[config.mk]
export PLATFORM = sky130hd
export DESIGN_NAME = rt_pixel_seq
export DESIGN_NICKNAME = d
export VERILOG_FILES = /design/src/rtl/rt_pkg.sv /design/src/rtl/rt_raster_cnt.sv /design/src/rtl/rt_pixel_seq.sv
export SDC_FILE = /design/constraint.sdc
export NUM_CORES = 1
export LEC_CHECK = 0
export CAP_MARGIN = 40
export CORE_UTILIZATION = 41
export CTS_BUF_LIST = sky130_fd_sc_hd__clkbuf_8
export DETAILED_ROUTE_END_ITERATION = 12
export PLACE_DENSITY = 0.69
export SETUP_SLACK_MARGIN = 0.1
export SYNTH_ARGS = -nofsm -noshare
export SYNTH_HDL_FRONTEND = slang
export SYNTH_HIERARCHICAL = 1
export SYNTH_SLANG_ARGS = --single-unit
export TNS_END_PERCENT = 30
[constraint.sdc]
create_clock -name clk -period 4.6 [get_ports clk]
set_clock_uncertainty 0.1 [all_clocks]
set_input_delay 1.15 -clock clk [delete_from_list [all_inputs] [get_ports clk]]
set_output_delay 1.15 -clock clk [all_outputs]
set_load 0.02 [all_outputs]
[src/rtl/rt_pkg.sv]
// Shared types and fixed-point helpers for the ray-tracer pixel front end.
package rt_pkg;

  localparam int unsigned FRAC_BITS = 18;

  typedef enum logic [1:0] {
    IDLE,
    RUN,
    DRAIN,
    DONE
  } seq_state_e;

  // Integer pixel index to unsigned fixed point; callers truncate to their word width.
  function automatic logic [63:0] to_fixed(input int unsigned v,
                                           input int unsigned frac = FRAC_BITS);
    return 64'(v) << frac;
  endfunction

endpackage

[src/rtl/rt_raster_cnt.sv]
// 2-D raster counter: x advances on each enable, wraps into y; flags the final pixel.
module rt_raster_cnt #(
  parameter int unsigned DIM_W = 13
) (
  input  logic             clk,
  input  logic             reset,
  input  logic             clr,
  input  logic             en,
  input  logic [DIM_W-1:0] width,
  input  logic [DIM_W-1:0] height,
  output logic [DIM_W-1:0] x_cnt,
  output logic [DIM_W-1:0] y_cnt,
  output logic             last
);

  logic x_end;
  logic y_end;

  assign x_end = (x_cnt == width - DIM_W'(1));
  assign y_end = (y_cnt == height - DIM_W'(1));
  assign last  = x_end && y_end;

  always_ff @(posedge clk) begin
    if (reset || clr) begin
      x_cnt <= '0;
      y_cnt <= '0;
    end else if (en) begin
      if (x_end) begin
        x_cnt <= '0;
        y_cnt <= y_end ? '0 : y_cnt + DIM_W'(1);
      end else begin
        x_cnt <= x_cnt + DIM_W'(1);
      end
    end
  end

endmodule

[src/rtl/rt_pixel_seq.sv]
// Frame-level raster sequencer issuing fixed-point (x, y) pairs to the ray generation unit.
module rt_pixel_seq #(
  parameter int unsigned COORD_W     = 32,
  parameter int unsigned FRAC_BITS   = 18,
  parameter int unsigned DIM_W       = 13,
  parameter int unsigned RGU_LATENCY = 5
) (
  input  logic               clk,
  input  logic               reset,
  input  logic [DIM_W-1:0]   cfg_width,
  input  logic [DIM_W-1:0]   cfg_height,
  input  logic               frame_start,
  input  logic               abort,
  input  logic               out_ready,
  output logic               start,
  output logic [COORD_W-1:0] x,
  output logic [COORD_W-1:0] y,
  output logic               busy,
  output logic               frame_done
);

  import rt_pkg::*;

  localparam int unsigned DRAIN_W = (RGU_LATENCY > 1) ? $clog2(RGU_LATENCY) : 1;

  seq_state_e         state;
  logic [DIM_W-1:0]   w_lat;
  logic [DIM_W-1:0]   h_lat;
  logic [DRAIN_W-1:0] drain_cnt;
  logic [DIM_W-1:0]   x_cnt;
  logic [DIM_W-1:0]   y_cnt;
  logic               last;
  logic               accept;

  assign accept = (state == IDLE) && frame_start;

  // Combinational so a ready credit is consumed in the same cycle, even if abort is also high.
  assign start = (state == RUN) && out_ready;

  rt_raster_cnt #(
    .DIM_W(DIM_W)
  ) u_raster (
    .clk   (clk),
    .reset (reset),
    .clr   (accept || abort),
    .en    (start),
    .width (w_lat),
    .height(h_lat),
    .x_cnt (x_cnt),
    .y_cnt (y_cnt),
    .last  (last)
  );

  always_ff @(posedge clk) begin
    if (reset) begin
      state     <= IDLE;
      w_lat     <= '0;
      h_lat     <= '0;
      drain_cnt <= '0;
    end else begin
      case (state)
        IDLE: begin
          if (frame_start) begin
            w_lat <= cfg_width;
            h_lat <= cfg_height;
            state <= (cfg_width != '0 && cfg_height != '0) ? RUN : DONE;
          end
        end
        RUN: begin
          if (abort) begin
            state <= IDLE;
          end else if (start && last) begin
            state     <= DRAIN;
            drain_cnt <= DRAIN_W'(RGU_LATENCY - 1);
          end
        end
        DRAIN: begin
          if (abort) begin
            state <= IDLE;
          end else if (drain_cnt == '0) begin
            state <= DONE;
          end else begin
            drain_cnt <= drain_cnt - DRAIN_W'(1);
          end
        end
        DONE:    state <= IDLE;
        default: state <= IDLE;
      endcase
    end
  end

  assign x          = COORD_W'(to_fixed(32'(x_cnt), FRAC_BITS));
  assign y          = COORD_W'(to_fixed(32'(y_cnt), FRAC_BITS));
  assign busy       = (state != IDLE);
  assign frame_done = (state == DONE);

endmodule

Yosys cells after proc, flatten, opt, wreduce, memory -nomap -nowiden
Index checks and enable logic that the tools add are counted.
{"block": "classes", "add_sub_neg": 5, "eq_ne": 12, "muxes": 14, "n_reduce_logical": 17}
{"op": "$add 13x1->13 const B", "n": 2}
{"op": "$eq 13x13->1", "n": 2}
{"op": "$mux 13", "n": 2}
{"op": "$reduce_bool 13->1", "n": 2}
{"op": "$sub 13x1->13 const B", "n": 2}
{"op": "$mux 2", "n": 6}
{"op": "$mux 3", "n": 4}
{"op": "$ne 2x2->1 const B", "n": 4}
{"op": "$pmux 2 s4", "n": 1}
{"op": "$pmux 3 s2", "n": 1}
{"op": "$logic_and 1x1->1", "n": 5}
{"op": "$reduce_and 5->1", "n": 1}
{"op": "$eq 2x2->1 const B", "n": 2}
{"op": "$reduce_and 2->1", "n": 2}
{"op": "$reduce_bool 2->1", "n": 2}
{"op": "$logic_not 3->1", "n": 1}
{"op": "$ne 3x2->1 const B", "n": 1}
{"op": "$ne 3x3->1 const B", "n": 1}
{"op": "$reduce_and 3->1", "n": 1}
{"op": "$sub 3x1->3 const B", "n": 1}
{"op": "$eq 2x1->1 const B", "n": 1}
{"op": "$logic_not 2->1", "n": 1}
{"op": "$logic_or 1x1->1", "n": 2}
{"op": "$ne 2x1->1 const B", "n": 1}
{"block": "word_totals", "regBits": 57, "inputBits": 31}

Longest topological paths before layout
{"block": "depth", "depth_word": 7, "depth_mapped": 14}

Cells and area by module
Netlist, hierarchy kept.
{"mod": "rt_raster_cnt", "instances": 1, "cells_per_inst": 290, "area_per_inst_um2": 2237.1}
{"mod": "rt_pixel_seq", "instances": 1, "cells_per_inst": 208, "area_per_inst_um2": 1605.3}

Worst setup path before layout
OpenSTA, ideal clock, no wires.
{"block": "synth_path", "path_type": "flip-flop to flip-flop", "startpoint": "register h_lat[0]", "endpoint": "register drain_cnt[0]", "setup_ns": 0.126, "arrival_time_ns": 3.460, "setup_slack_ns": 0.914, "stages_incl_launch_ff": 15, "period_less_slack_ns": 3.686, "cell_sequence": "dfxtp_1 inv_1 ha_1 or4b_1 buf_2 or4_4 a2111oi_4 o2111ai_2 a221oi_4 inv_4 nor2_1 nand2_1 or3_1 a21oi_1 o22ai_1"}
{"block": "synth_via", "elab_chain_cells": 6}
{"element": "start: declaration", "line": "rt_pixel_seq.sv:28", "text": "logic [DIM_W-1:0] h_lat;"}
{"element": "start signal: assignment", "line": "rt_pixel_seq.sv:65", "text": "h_lat <= cfg_height;"}
{"element": "$sub 13x1->13", "line": "rt_raster_cnt.sv:20", "text": "assign y_end = (y_cnt == height - DIM_W'(1));"}
{"element": "$eq 13x13->1", "line": "rt_raster_cnt.sv:20"}
{"element": "$logic_and 1x1->1", "line": "rt_raster_cnt.sv:21", "text": "assign last = x_end && y_end;"}
{"element": "via last", "line": "rt_pixel_seq.sv:32", "text": "logic last;"}
{"element": "$logic_and 1x1->1", "line": "rt_pixel_seq.sv:72", "text": "end else if (start && last) begin"}
{"element": "$ne 2x1->1 (no source line)"}
{"element": "$reduce_and 5->1 (no source line)"}
{"element": "end signal: assignment", "line": "rt_pixel_seq.sv:74", "text": "drain_cnt <= DRAIN_W'(RGU_LATENCY - 1);"}
{"element": "end signal: assignment", "line": "rt_pixel_seq.sv:83", "text": "drain_cnt <= drain_cnt - DRAIN_W'(1);"}
{"element": "end: declaration", "line": "rt_pixel_seq.sv:29", "text": "logic [DRAIN_W-1:0] drain_cnt;"}
The timed path passes the listed nets, and every way through them passes these cells.
A chain may end at the register's enable or synchronous reset.

Worst setup path in the final report
{"block": "layout_path", "startpoint": "register h_lat[0]", "endpoint": "register drain_cnt[1]"}
Same word-level chain as after synthesis.

==> impl_metrics.toml <==
[outcome]
status = "complete, no violations"

[final_layout]
utilization_pct = 50.9
fill_cells = 874
antenna_diode_instance_count = 0
final_cell_count_no_fill = 661
area_growth_pct = 17.7
layout-drive-gt1-share_pct = 5.79
fin_nets = 587

[route]
num_vias = 3490
routed_wire_length_per_instance_um = 13.8
number_of_antenna_violating_nets_in_the_routed_design = 0
detail_route.drc_violations = 0
drt-vias-per-instance = 5.28
drt-initial-drc-count = 246
detailedRoute.firstPassIterationCount = 4
routed_wl_mm = 9.14

[worst_setup_path]
timing.critical_path.arrival_ps = 4200
reg2reg_setup_slack_ps = 510
timing.critical_path.depth = 13
cp_top_family = "simple AND/OR/NAND/NOR gates"
timing.critical_path.slowest_stage_cell = "sky130_fd_sc_hd__or4b_1"
timing_worst_setup_path_type = "flop to flop"
worstPathRequired_ps = 4710
worst-path-max-fanout = 8
critical-path-max-stage-delay_ps = 590
worstReg2RegEnd = "drain_cnt[1]"
timing.critical_path.from_type = "flop"
timing.critical_path.to_type = "flop"
critical_path.reg2reg.startpoint = "h_lat[0]"
buffer_and_inverter_count_on_the_worst_path = 2
critical_path.cell_chain = "inv_1, ha_1, or4b_1, or4_4, a2111oi_4, o2111ai_2, a221oi_4, inv_4, nor2_1, nand2_1, or3_1, a21oi_1, o32ai_1"
timing.reg2reg.worst_path_depth = 13

[synth]
ys_types = 66
synth.yosys.warnings = 6
syn_area_per_cell_um2 = 7.72
async_flop_share_pct = 0
ys_ff_latch = 57
synth_area_um2 = 3840
yosysSeqAreaShare_pct = 29.7
number_of_synthesized_flops_with_an_enable_pin = 0
syn-instance-count = 498
netlist.area_leader.share_pct = 29.7
yosys.area.top_type = "sky130_fd_sc_hd__dfxtp_1"
synth_top_flop_cell = "sky130_fd_sc_hd__dfxtp_1"
post_synth_main_area_contributors = "sky130_fd_sc_hd__dfxtp_1, sky130_fd_sc_hd__buf_4, sky130_fd_sc_hd__xnor2_1"

[global_routing]
grt-ovfl-total = 0
grtUsageTotal_pct = 19.3
grt_start_max_net_pins = 35
via_count_of_the_first_global_routing_pass = 3058
global_route_wire_length_before_repair_mm = 15.0
grt_antenna_before_repair = 0

[timing]
worst-slew-pin-transition_ps = 891
slew-limit-headroom_pct = 40.6
finalSetupViolCount = 0
fmax_mhz = 244
slew_viol_final = 0
rsz_0062_raised_after_global_routing = "false"
final_min_period_over_clock_period_pct = 88.9
hold_viol_final = 0
final.setup.tns_ps = 0
final_period_minus_worst_setup_slack_ps = 4090

[clock_tree]
tritoncts_buffers = 9
htree_levels = 3
total_clock_sinks = 57
cts.root.buffer_cell = "sky130_fd_sc_hd__clkbuf_8"
worst_skew_pair.late_latency_ps = 330
cts_post_setup_buffers_inserted = 0
cts-hold-fix-buffers = 0
cts.clk_slew.worst_paths_ps = 60
clock_tree_from_tritoncts = "built"
clk_path_buf_depth = 2
post_cts_resized = 0

[floorplan]
floorplan.core_area_um2 = 8890
placement_rows = 34
die_width_um = 98.8
initial_utilization_pct = 43.2
die_h_um = 98.8
die_area_um2 = 9760
io_count = 98

[pwr]
clock_power_share_pct = 32.3
power_frac_comb_pct = 23.4
p_seq_share_pct = 44.3
power.switching_uw = 374
power_density_nw_per_um2 = 269
leakage_nw = 1.59
vdd.ir_drop.worst_uv = 120
netSwitchingFraction_pct = 30.7
p_int_uw = 844

[placement]
place.detailed.hpwl_mm = 6.94
dp.cells = 647
gp_congestion = 0.884
buffer_ports.inserted = 59

[hold_path]
min_delay_path_depth = 1
holdCritStartpoint = "drain_cnt[0]"
class_of_the_worst_hold_path = "flop to flop"
hold_path_sink = "drain_cnt[0]"

[flow_run]
max_cap_viol_count = 0
state kept, by name, summed over array words and instances, names as in the netlist:
signal / count
drain_cnt: 3
state: 2
u_raster/x_cnt: 13
w_lat: 13
h_lat: 13
u_raster/y_cnt: 13
metal layers:
metal  part of all wire (%)  routed length [µm]  vias to the layer above  global-route usage, %
met5                      0                   0                        -                      0
met4                    1.4                 127                        0                   7.23
met3                    5.7                 525                       11                   4.40
met2                     45                4070                      116                   29.1
met1                     48                4410                     1598                   26.9
li1                       -                   -                     1765                      -
synth_stat cells, types with 2 or more instances:
master and count:
sky130_fd_sc_hd__nand2b_1 10, sky130_fd_sc_hd__clkbuf_1 13, sky130_fd_sc_hd__a21oi_1 39, sky130_fd_sc_hd__dfxtp_1 57, sky130_fd_sc_hd__xnor2_1 34, sky130_fd_sc_hd__nor3_2 2
sky130_fd_sc_hd__xor2_1 17, sky130_fd_sc_hd__and4_1 3, sky130_fd_sc_hd__o21ai_0 8, sky130_fd_sc_hd__a2bb2oi_1 2, sky130_fd_sc_hd__or4_1 2, sky130_fd_sc_hd__o21a_1 2
sky130_fd_sc_hd__o22ai_1 3, sky130_fd_sc_hd__or4_4 2, sky130_fd_sc_hd__or3_1 2, sky130_fd_sc_hd__nor4_1 10, sky130_fd_sc_hd__or3b_2 2, sky130_fd_sc_hd__and3_1 4
sky130_fd_sc_hd__ha_1 6, sky130_fd_sc_hd__nand4_1 12, sky130_fd_sc_hd__buf_4 40, sky130_fd_sc_hd__nor3b_1 2, sky130_fd_sc_hd__a311o_1 2, sky130_fd_sc_hd__and2_1 7
sky130_fd_sc_hd__a22oi_1 2, sky130_fd_sc_hd__o21ai_1 5, sky130_fd_sc_hd__nor3_1 16, sky130_fd_sc_hd__a31oi_1 6, sky130_fd_sc_hd__nor2_1 44, sky130_fd_sc_hd__a2111oi_0 2
sky130_fd_sc_hd__nand2_1 72, sky130_fd_sc_hd__nand3_1 9, sky130_fd_sc_hd__nand4bb_1 2, sky130_fd_sc_hd__nor4b_1 2, sky130_fd_sc_hd__a211oi_1 3, sky130_fd_sc_hd__nand4b_1 3
sky130_fd_sc_hd__buf_2 6, sky130_fd_sc_hd__inv_1 14, sky130_fd_sc_hd__nand3b_1 4
layout by cell type, fill, tap and decap left out, types with 9 or more instances in the layout:
| master | count |
|---|---|
| sky130_fd_sc_hd__xnor2_1 | 34 |
| sky130_fd_sc_hd__a21oi_1 | 39 |
| sky130_fd_sc_hd__xor2_1 | 17 |
| sky130_fd_sc_hd__nand4_1 | 12 |
| sky130_fd_sc_hd__nand2_1 | 72 |
| sky130_fd_sc_hd__nor2_1 | 44 |
| sky130_fd_sc_hd__nand2b_1 | 10 |
| sky130_fd_sc_hd__dfxtp_1 | 57 |
| sky130_fd_sc_hd__clkdlybuf4s50_1 | 59 |
| sky130_fd_sc_hd__nor3_1 | 16 |
| sky130_fd_sc_hd__clkbuf_8 | 11 |
| sky130_fd_sc_hd__conb_1 | 38 |
| sky130_fd_sc_hd__nor4_1 | 10 |
| sky130_fd_sc_hd__nand3_1 | 9 |
| sky130_fd_sc_hd__inv_1 | 17 |
metrics by stage:
step	power, mW	hold WS (ps)	cell area (µm²)	setup slack [ps]
2_1_floorplan	0.778	335	3980	914
3_3_place_gp	0.827	365	4360	639
3_5_place_dp	0.832	377	4360	518
4_1_cts	1.23	386	4520	516
5_1_grt	1.29	396	4520	208
6_report	1.22	384	4520	509
cell families (layout without fill, tap and decap cells):
kind of cell | Yosys count | count (layout) | synth area share [%]
AND/OR/NAND/NOR | 217 | 217 | 28.8
buffers and inverters | 75 | 93 | 11.5
other | 1 | 38 | 0.0976
multiplexers | 2 | 2 | 0.554
AO/OA/AOI/OAI | 89 | 89 | 15.8
XOR/XNOR | 51 | 51 | 11.6
adder cells (fa/ha/maj) | 6 | 6 | 1.95
flip-flops | 57 | 57 | 29.7
power by group through the flow:
stage / logic [mW] / registers [mW] / clock network [mW]
after floorplan: 0.238 / 0.539 / 0
after global placement: 0.277 / 0.549 / 0
after detailed placement: 0.282 / 0.550 / 0
after CTS: 0.283 / 0.540 / 0.405
after global routing: 0.313 / 0.544 / 0.430
final: 0.285 / 0.540 / 0.393
worst max path at each step:
stage	startpoint	to	slack, ps
after floorplan	h_lat[0]	drain_cnt[0]	910
after global placement	h_lat[0]	drain_cnt[0]	640
after detailed placement	h_lat[0]	drain_cnt[0]	520
after CTS	h_lat[0]	drain_cnt[0]	520
after global routing	h_lat[0]	drain_cnt[1]	210
final	h_lat[0]	drain_cnt[1]	510
layout make-up:
type,count,area (µm²),share of cell area [%]
Multi-Input combinational cell,403,2400,53.0
Sequential cell,57,1140,25.2
Timing Repair Buffer,64,628,13.9
Clock buffer,11,151,3.35
Tap cell,108,135,2.99
Inverter,15,58.8,1.30
Clock inverter,3,11.3,0.249
No activity file was read; power rests on OpenSTA's default activity.
